[src/rtl/vga_text_renderer.sv]
`default_nettype none
// ============================================================================
//  Module   : vga_text_renderer
//  Purpose  : 80x30 character text-mode renderer for 640x480@60 Hz VGA.
//             Scans the screen, fetches character codes from a synchronous
//             text buffer and glyph rows from a combinational font ROM. It
//             serialises glyph rows into pixels and overlays a blinking
//             underline cursor.
//  Ports    :
//    clk            pixel clock (25 MHz nominal)
//    reset          asynchronous, active-high
//    io_cursor_x    cursor column 0..79 (out-of-range disables the cursor)
//    io_cursor_y    cursor row 0..29 (out-of-range disables the cursor)
//    io_cursor_en   cursor enable
//    io_text_addr   text buffer address row*80+col (0 outside visible area)
//    io_text_data   character code, valid one cycle after io_text_addr
//    io_font_addr   font ROM address {char, glyph_row}
//    io_font_data   glyph row, combinational, bit 7 = leftmost pixel
//    io_vga_hs/vs   sync outputs, active low
//    io_vga_r/g/b   RGB444 colour
//    io_frame_start one-cycle pulse with the first visible pixel of a frame
//  Revision : 1.0  initial release
// ============================================================================
module vga_text_renderer #(
  parameter logic [11:0] FG_COLOR     = 12'hFFF,
  parameter logic [11:0] BG_COLOR     = 12'h000,
  parameter int          BLINK_FRAMES = 30
) (
  input  logic        clk,
  input  logic        reset,
  input  logic [6:0]  io_cursor_x,
  input  logic [4:0]  io_cursor_y,
  input  logic        io_cursor_en,
  output logic [11:0] io_text_addr,
  input  logic [7:0]  io_text_data,
  output logic [11:0] io_font_addr,
  input  logic [7:0]  io_font_data,
  output logic        io_vga_hs,
  output logic        io_vga_vs,
  output logic [3:0]  io_vga_r,
  output logic [3:0]  io_vga_g,
  output logic [3:0]  io_vga_b,
  output logic        io_frame_start
);

  localparam logic [9:0] H_LAST     = 10'd799;
  localparam logic [9:0] V_LAST     = 10'd524;
  localparam logic [9:0] H_VISIBLE  = 10'd640;
  localparam logic [9:0] V_VISIBLE  = 10'd480;
  localparam logic [9:0] HS_START   = 10'd656;
  localparam logic [9:0] HS_END     = 10'd751;
  localparam logic [9:0] VS_START   = 10'd490;
  localparam logic [9:0] VS_END     = 10'd491;
  localparam int         FRAME_W    = (BLINK_FRAMES > 1) ? $clog2(BLINK_FRAMES) : 1;
  localparam logic [FRAME_W-1:0] FRAME_LAST = FRAME_W'(BLINK_FRAMES - 1);

  // --------------------------------------------------------------------------
  // S0: scan counters and blink state
  // --------------------------------------------------------------------------
  logic               run;          // low for the first edge after reset
  logic [9:0]         h_cnt;
  logic [9:0]         v_cnt;
  logic [FRAME_W-1:0] frame_cnt;
  logic               blink_phase;

  logic               h_last;
  logic               v_last;
  logic               visible;
  logic               hs_s0;
  logic               vs_s0;
  logic [6:0]         cell_col;
  logic [4:0]         cell_row;
  logic [11:0]        row_base;
  logic               cursor_hit;

  assign h_last   = (h_cnt == H_LAST);
  assign v_last   = (v_cnt == V_LAST);
  assign visible  = (h_cnt < H_VISIBLE) && (v_cnt < V_VISIBLE);
  assign hs_s0    = !((h_cnt >= HS_START) && (h_cnt <= HS_END));
  assign vs_s0    = !((v_cnt >= VS_START) && (v_cnt <= VS_END));
  assign cell_col = h_cnt[9:3];
  // Only meaningful inside the visible area, where v < 480 keeps the row < 30.
  assign cell_row = v_cnt[8:4];

  // row*80 as row*64 + row*16; peaks at 29*80 + 79 = 2399.
  assign row_base     = {1'b0, cell_row, 6'b0} + {3'b0, cell_row, 4'b0};
  assign io_text_addr = visible ? (row_base + {5'b0, cell_col}) : 12'd0;

  // Underline on glyph rows 14 and 15 of the cursor cell. The range checks
  // keep out-of-range cursor positions from matching a blanking-area cell.
  assign cursor_hit = io_cursor_en && blink_phase && visible &&
                      (io_cursor_x < 7'd80) && (io_cursor_y < 5'd30) &&
                      (cell_col == io_cursor_x) && (cell_row == io_cursor_y) &&
                      (v_cnt[3:1] == 3'b111);

  // The first edge after reset only arms 'run', so h=0,v=0 is presented for
  // a full cycle before the scan starts advancing.
  always_ff @(posedge clk or posedge reset) begin
    if (reset) begin
      run         <= 1'b0;
      h_cnt       <= 10'd0;
      v_cnt       <= 10'd0;
      frame_cnt   <= '0;
      blink_phase <= 1'b0;
    end else begin
      run <= 1'b1;
      if (run) begin
        if (h_last) begin
          h_cnt <= 10'd0;
          if (v_last) begin
            v_cnt <= 10'd0;
            if (frame_cnt == FRAME_LAST) begin
              frame_cnt   <= '0;
              blink_phase <= ~blink_phase;
            end else begin
              frame_cnt <= frame_cnt + 1'b1;
            end
          end else begin
            v_cnt <= v_cnt + 10'd1;
          end
        end else begin
          h_cnt <= h_cnt + 10'd1;
        end
      end
    end
  end

  // --------------------------------------------------------------------------
  // S1: delayed scan position; character code arrives from the text buffer
  // --------------------------------------------------------------------------
  logic [2:0] h_d1;
  logic [3:0] v_d1;
  logic       visible_d1;
  logic       hs_d1;
  logic       vs_d1;
  logic       hit_d1;
  logic       start_d1;
  logic       pixel;

  // Held in reset state until the scan runs so the first pixel is not doubled.
  // Sync stages reset to their inactive (high) level.
  always_ff @(posedge clk or posedge reset) begin
    if (reset) begin
      h_d1       <= 3'd0;
      v_d1       <= 4'd0;
      visible_d1 <= 1'b0;
      hs_d1      <= 1'b1;
      vs_d1      <= 1'b1;
      hit_d1     <= 1'b0;
      start_d1   <= 1'b0;
    end else if (run) begin
      h_d1       <= h_cnt[2:0];
      v_d1       <= v_cnt[3:0];
      visible_d1 <= visible;
      hs_d1      <= hs_s0;
      vs_d1      <= vs_s0;
      hit_d1     <= cursor_hit;
      start_d1   <= (h_cnt == 10'd0) && (v_cnt == 10'd0);
    end
  end

  assign io_font_addr = {io_text_data, v_d1};
  assign pixel        = io_font_data[3'd7 - h_d1] ^ hit_d1;

  // --------------------------------------------------------------------------
  // S2: registered pins
  // --------------------------------------------------------------------------
  logic [11:0] rgb;

  always_ff @(posedge clk or posedge reset) begin
    if (reset) begin
      rgb            <= 12'h000;
      io_vga_hs      <= 1'b1;
      io_vga_vs      <= 1'b1;
      io_frame_start <= 1'b0;
    end else begin
      if (visible_d1) begin
        rgb <= pixel ? FG_COLOR : BG_COLOR;
      end else begin
        rgb <= 12'h000;
      end
      io_vga_hs      <= hs_d1;
      io_vga_vs      <= vs_d1;
      io_frame_start <= start_d1;
    end
  end

  assign io_vga_r = rgb[11:8];
  assign io_vga_g = rgb[7:4];
  assign io_vga_b = rgb[3:0];

endmodule
`default_nettype wire

[config.mk]
export PLATFORM = sky130hd
export DESIGN_NAME = vga_text_renderer
export DESIGN_NICKNAME = d
export VERILOG_FILES = /design/src/rtl/vga_text_renderer.sv
export SDC_FILE = /design/constraint.sdc
export NUM_CORES = 1
export LEC_CHECK = 0
export CAP_MARGIN = 20
export CELL_PAD_IN_SITES_DETAIL_PLACEMENT = 1
export CELL_PAD_IN_SITES_GLOBAL_PLACEMENT = 1
export CORE_MARGIN = 2
export CORE_UTILIZATION = 34
export DETAILED_ROUTE_END_ITERATION = 12
export GPL_TIMING_DRIVEN = 0
export PLACE_DENSITY = 0.79
export SETUP_SLACK_MARGIN = 0.3
export SYNTH_ARGS = -nofsm -noshare
export SYNTH_HDL_FRONTEND = slang
export SYNTH_SLANG_ARGS = --single-unit
[constraint.sdc]
create_clock -name clk -period 2.5 [get_ports clk]
set_input_delay 0.375 -clock clk [delete_from_list [all_inputs] [get_ports clk]]
set_output_delay 0.375 -clock clk [all_outputs]
set_load 0.02 [all_outputs]
======== After elaboration in Yosys (flattened, before gate mapping) ========
Index checks and enable logic that the tools add are counted.
operators by class
  $add $sub $neg .......................... 6
  order comparisons ....................... 9
  eq/ne operators ......................... 6
  mux-type cells .......................... 8
  bitwise logic cells ..................... 2
  reductions and logical operators ........ 18
operators by type and width
  kind                                                                               count
  12-bit two-way mux                                                                 3
  10-bit by 1-bit adder with 10-bit output, second input constant                    2
  10-bit equality test, second input constant                                        2
  10-bit logical NOT                                                                 2
  10-bit two-way mux                                                                 2
  11-bit by 9-bit adder with 12-bit output                                           1
  12-bit by 7-bit adder with 12-bit output                                           1
  1-bit logical AND                                                                  11
  10-bit >= comparator, second input constant                                        1
  10-bit by 9-bit >= comparator with 1-bit output, second input constant             1
  10-bit less-or-equal comparator, second input constant                             1
  10-bit by 9-bit less-or-equal comparator with 1-bit output, second input constant  1
  10-bit less-than comparator, second input constant                                 1
  10-bit by 9-bit less-than comparator with 1-bit output, second input constant      1
  7-bit equality test                                                                1
  7-bit less-than comparator, second input constant                                  1
  5-bit by 1-bit adder with 5-bit output, second input constant                      1
  5-bit equality test                                                                1
  5-bit equality test, second input constant                                         1
  5-bit less-than comparator, second input constant                                  1
  5-bit two-way mux                                                                  1
  3-bit by 4-bit less-than comparator with 1-bit output, second input constant       1
  4-bit AND reduction                                                                1
  1-bit binary-select mux with 3-bit select                                          1
  8 further kinds                                                                    9
word-level totals
  flip-flop bits (word level) ............. 54
  input bits .............................. 31
  logic and storage cells ................. 65

======== Logic depth before layout (Yosys ltp) ========
  depth after elaboration ................. 8
  mapped depth ............................ 9

======== Worst setup path after synthesis ========
Ideal clock, no wire load.
  kind .................................... reg-to-output
  start point ............................. reg v_cnt[4]
  end point ............................... out io_text_addr[10]
  arrival time ............................ 2.514 ns
  required time ........................... 2.125 ns
  path slack .............................. -0.389 ns
  cell stages (with the launch flop) ...... 10
  cell sequence ........................... dfrtp_1 clkbuf_1 inv_1 fa_1 inv_1 ha_1 a211oi_1 o21bai_1 a21oi_1 mux2i_1
between the ends
  cells in the longest elaborated chain, start to end .. 3
  elaborated cells on any way between the ends .. 5
  those cells by class .................... 2 x add/sub; 1 x order compare; 1 x mux; 1 x reduce/logical
RTL lines
  what                                                                                                                       RTL line  RTL
  from (decl)                                                                                                                62        logic [9:0] v_cnt;
  from (signal assigned)                                                                                                     119       v_cnt <= v_cnt + 10'd1;
  11-bit by 9-bit adder with 12-bit output / 10-bit by 9-bit less-than comparator with 1-bit output (equally long branches)  86, 78
  12-bit by 7-bit adder with 12-bit output / 1-bit logical AND (equally long branches)                                       87, 78
  12-bit two-way mux (*)                                                                                                     87        assign io_text_addr = visible ? (row_base + {5'b0, cell_col}) : 12'd0;
  to (decl)                                                                                                                  34        output logic [11:0] io_text_addr,
Mark *: on every way between the ends. The rest lies on a longest branch, timed or not.

======== Worst setup path after layout ========
Same ends and word-level chain as after synthesis.

==> metrics.md <==
| Metric | Value |
|---|---|
| Mapped Cells | `approximately 280` |
| WL met3 | `between 300 and 400 um` |
| Die Width | `approximately 95 um` |
| Worst setup skew after layout | `between 0.003 and 0.004 ns` |
| CP max stage cell | `fa_2` |
| Final setup fails | `5` |
| Final hold vios | `0` |
| Die Y-Extent | `roughly 95 um` |
| Clock latency at the later pin of the worst-skew pair | `about 0.30 ns` |
| Worst-path clk slew | `0.09 ns` |
| Critical path launch point type | `flip-flop` |
| Syn Area/Cell | `around 10 um2` |
| Post-synthesis register bit count | `43` |
| CTS Buffer Depth | `2` |
| Fill cell count | `~900` |
| Pre-antenna DRT Iters | `4` |
| Final Worst Setup Slack | `-0.493 ns` |
| Leakage power | `1.81 nW` |
| Top Layer Used | `met4` |
| Warnings, synthesis | `0` |
| Clk root buf | `clkbuf_8` |
| # port buffers | `a little over 60` |
| Pwr dens | `roughly 640 nW/um2` |
| Crit path arrival time | `approximately 2.6 ns` |
| Mapped Area | `about 2800 um2` |
| Remaining global-route overflow | `0` |
| Max-Cap Viols | `0` |
| PnR Total Power | `about 2.6 mW` |
| Initial antenna violation count | `0` |
| Yosys top cell by area | `dfrtp_1` |
| Multi-input gate area | `1600 um2` |
| Reg area | `between 1000 and 1500 um2` |
| Hold_ws | `between 0.3 and 0.4 ns` |
| Most common cell in the synthesized netlist | `dfrtp_1` |
| HPWL Detailed | `5.68 mm` |
| Dpl ws | `-0.719 ns` |
| Mux share of post-synthesis cell area | `0.0614` |
| Antenna violation net count after detailed routing | `0` |
| Num ports | `70` |
| H-tree depth | `2` |
| Synth Area in XOR/XNOR | `0.0680` |
| Critical path class | `reg2out` |
| Fin crit share | `1.20` |
| Sink Count | `43` |
| CP max stage delay | `between 0.5 and 0.6 ns` |
| CP Capture Type | `primary output` |
| Unrepaired setup endpoints after global routing | `true` |
| Fraction of layout cells with a size suffix above 1 | `0.355` |
| Worst path cell trace | `clkbuf_8 -> inv_4 -> fa_2 -> inv_2 -> ha_4 -> a211oi_4 -> o21bai_1 -> a21oi_2 -> mux2i_2 -> buf_4` |
| Outcome | `finished, violations left` |
| Most frequent cells after synthesis | `dfrtp_1, buf_4, inv_1` |
| Sequential area share after synthesis | `0.382` |
| Ranking of synthesized cells by area | `dfrtp_1, ha_1, buf_4, xor2_1, dfstp_2` |
| CORE AREA | `roughly 8000 um2` |
| Largest net degree at the start of global routing | `44` |
| Worst vdd ir | `around 0.27 mV` |
| M1 wire length | `about 3.5 mm` |
| Remaining DRCs | `0` |
| Initial core utilization | `0.348` |
| Largest family of logic cells by synthesized area | `simple AND/OR/NAND/NOR gates` |
| Crit-path max FO | `2` |
| R2R setup slack | `roughly 0.51 ns` |
| Avg Vias per Cell | `approximately 5` |
| Wire length on met2 | `a little over 4 mm` |
| Placement Rows | `33` |
| Number of synthesized flops with an enable pin | `0` |
| Share of flip-flops with an asynchronous set or reset | `1.00` |
| Gr usage total | `0.178` |
| First-pass GRT wire length | `around 12 mm` |
| Final worst path period need | `2.99 ns` |
| Die ar. | `9080 um2` |
| Share of the synthesized area in the top cell type | `0.345` |
| Compound-Gate Fraction of Synth Area | `0.101` |
| Post-Synth Simple-Gate Area | `0.195` |
| Wire per inst | `about 17 um` |
| HP Class | `reg2reg` |
| Diode count | `0` |
| TritonCTS buffer count | `5` |
| Adder-cell share of the synthesized area | `0.0804` |
| Worst Path Required | `about 2.1 ns` |
| CTS tree | `yes` |
| Layout overhead on the synthesized area | `44.1%` |
| Final Net Count | `roughly 420` |
| Final wirelength | `8.18 mm` |
| Number of global-route vias before repair | `2446` |
| Max Clock Freq | `334 MHz` |
| Routability cong. | `~0.76` |
| Post-Syn Nets | `330` |
| Synth Flop Type | `dfrtp_1` |
| Failing checks | `negative setup slack` |
| Netlist cell types | `55` |
| DR iter-0 viols | `86` |
| Vias | `2425` |
| Max Slew Vio Count | `0` |
-- area by class of cell --
cell class              instances  share of cell area
clock buffers                   6              0.0178
flip-flops and latches         43               0.266
plain buffers                  31              0.0616
repair buffers                 82               0.198
inverters                      20              0.0190
well taps                     105              0.0322
clock inverters                 2              0.0147
multi-input cells             188               0.391
-- layer usage --
metal | track usage | vias up
met4 | 0.0688 | 0
met3 | 0.0292 | 6
li1 | - | 1143
met5 | 0 | -
met1 | 0.230 | 1202
met2 | 0.298 | 74
-- stage by stage --
step / cells / instance area, um2 / utilization / TNS (ns)
6_report: 477 / 4080 / 0.502 / -1.68
5_1_grt: 477 / 4080 / 0.502 / -2.18
4_1_cts: 465 / 3900 / 0.479 / -1.61
3_5_place_dp: 449 / 3680 / 0.453 / -2.89
3_3_place_gp: 448 / 3660 / 0.451 / -2.49
2_1_floorplan: 282 / 2920 / - / -0.0431
-- state kept, by name, indices dropped and copies added (netlist names) --
name and count:
blink_phase 1, frame_cnt 5, h_cnt 10, h_d1 3, hit_d1 1, hs_d1 1, io_frame_start 1, io_vga_hs 1
io_vga_vs 1, rgb 1, run 1, start_d1 1, v_cnt 10, v_d1 4, visible_d1 1, vs_d1 1
-- worst max-delay path, delay by kind of cell (launching register included) --
family          cells  cell delay [ns]
fa+ha+maj           2             0.79
compound gates      3             0.50
buf+inv             4             0.43
flops               1             0.39
mux                 1             0.21
-- cells in the final DEF (no fill, tap or decap), drive strengths merged, types with 2 or more instances in the layout --
| master | count |
|---|---|
| a211oi | 2 |
| a21oi | 6 |
| and2 | 6 |
| and3 | 4 |
| and4 | 2 |
| buf | 61 |
| bufinv | 2 |
| clkbuf | 9 |
| clkdlybuf4s50 | 49 |
| dfrtp | 39 |
| dfstp | 4 |
| fa | 2 |
| ha | 15 |
| inv | 20 |
| mux2 | 7 |
| mux2i | 5 |
| mux4 | 2 |
| nand2 | 18 |
| nand3 | 11 |
| nand4 | 9 |
| nor2 | 13 |
| nor2b | 4 |
| nor3 | 8 |
| nor4 | 7 |
| nor4b | 2 |
| o21a | 4 |
| o21ai | 15 |
| o31ai | 4 |
| o41ai | 3 |
| or2 | 2 |
| or3 | 2 |
| xnor2 | 9 |
| xor2 | 13 |
-- report_power, final --
| group | total [mW] | switching (mW) | internal, mW | leakage [nW] |
|---|---|---|---|---|
| clock network | 0.650 | 0.250 | 0.400 | 0.0654 |
| logic | 1.06 | 0.469 | 0.587 | 1.19 |
| registers | 0.903 | 0.115 | 0.788 | 0.554 |
| total | 2.61 | 0.835 | 1.77 | 1.81 |
-- timing repair --
action / CTS / global route
setup endpoints to repair: 12 / 12
buffers inserted: 8 / 12
pin swaps: 13 / 17
gates resized for setup: 75 / 27
gates cloned: 0 / 0
hold buffers: 0 / 0
-- path summary, 6_finish.rpt --
path                          start                to  depth (start not counted)
setup / recovery           v_cnt[4]  io_text_addr[10]                         10
hold / removal                hs_d1         io_vga_hs                          0
setup reg to reg           v_cnt[0]      frame_cnt[3]                          7
hold reg to reg               hs_d1         io_vga_hs                          0
max in group asynchronous     reset         io_vga_vs                          3
min in group asynchronous     reset           h_d1[1]                          3
-- cells by family (layout without fill, tap and decap cells) --
kind of cell | Yosys count | count (layout)
adders and majority gates | 17 | 17
buffers and inverters | 51 | 141
DFF | 43 | 43
muxes | 14 | 14
AOI/OAI and AO/OA | 41 | 41
and+or+nand+nor | 93 | 93
xor gates and xnor gates | 22 | 22
other | 1 | 1
No activity file was read; power rests on OpenSTA's default activity.
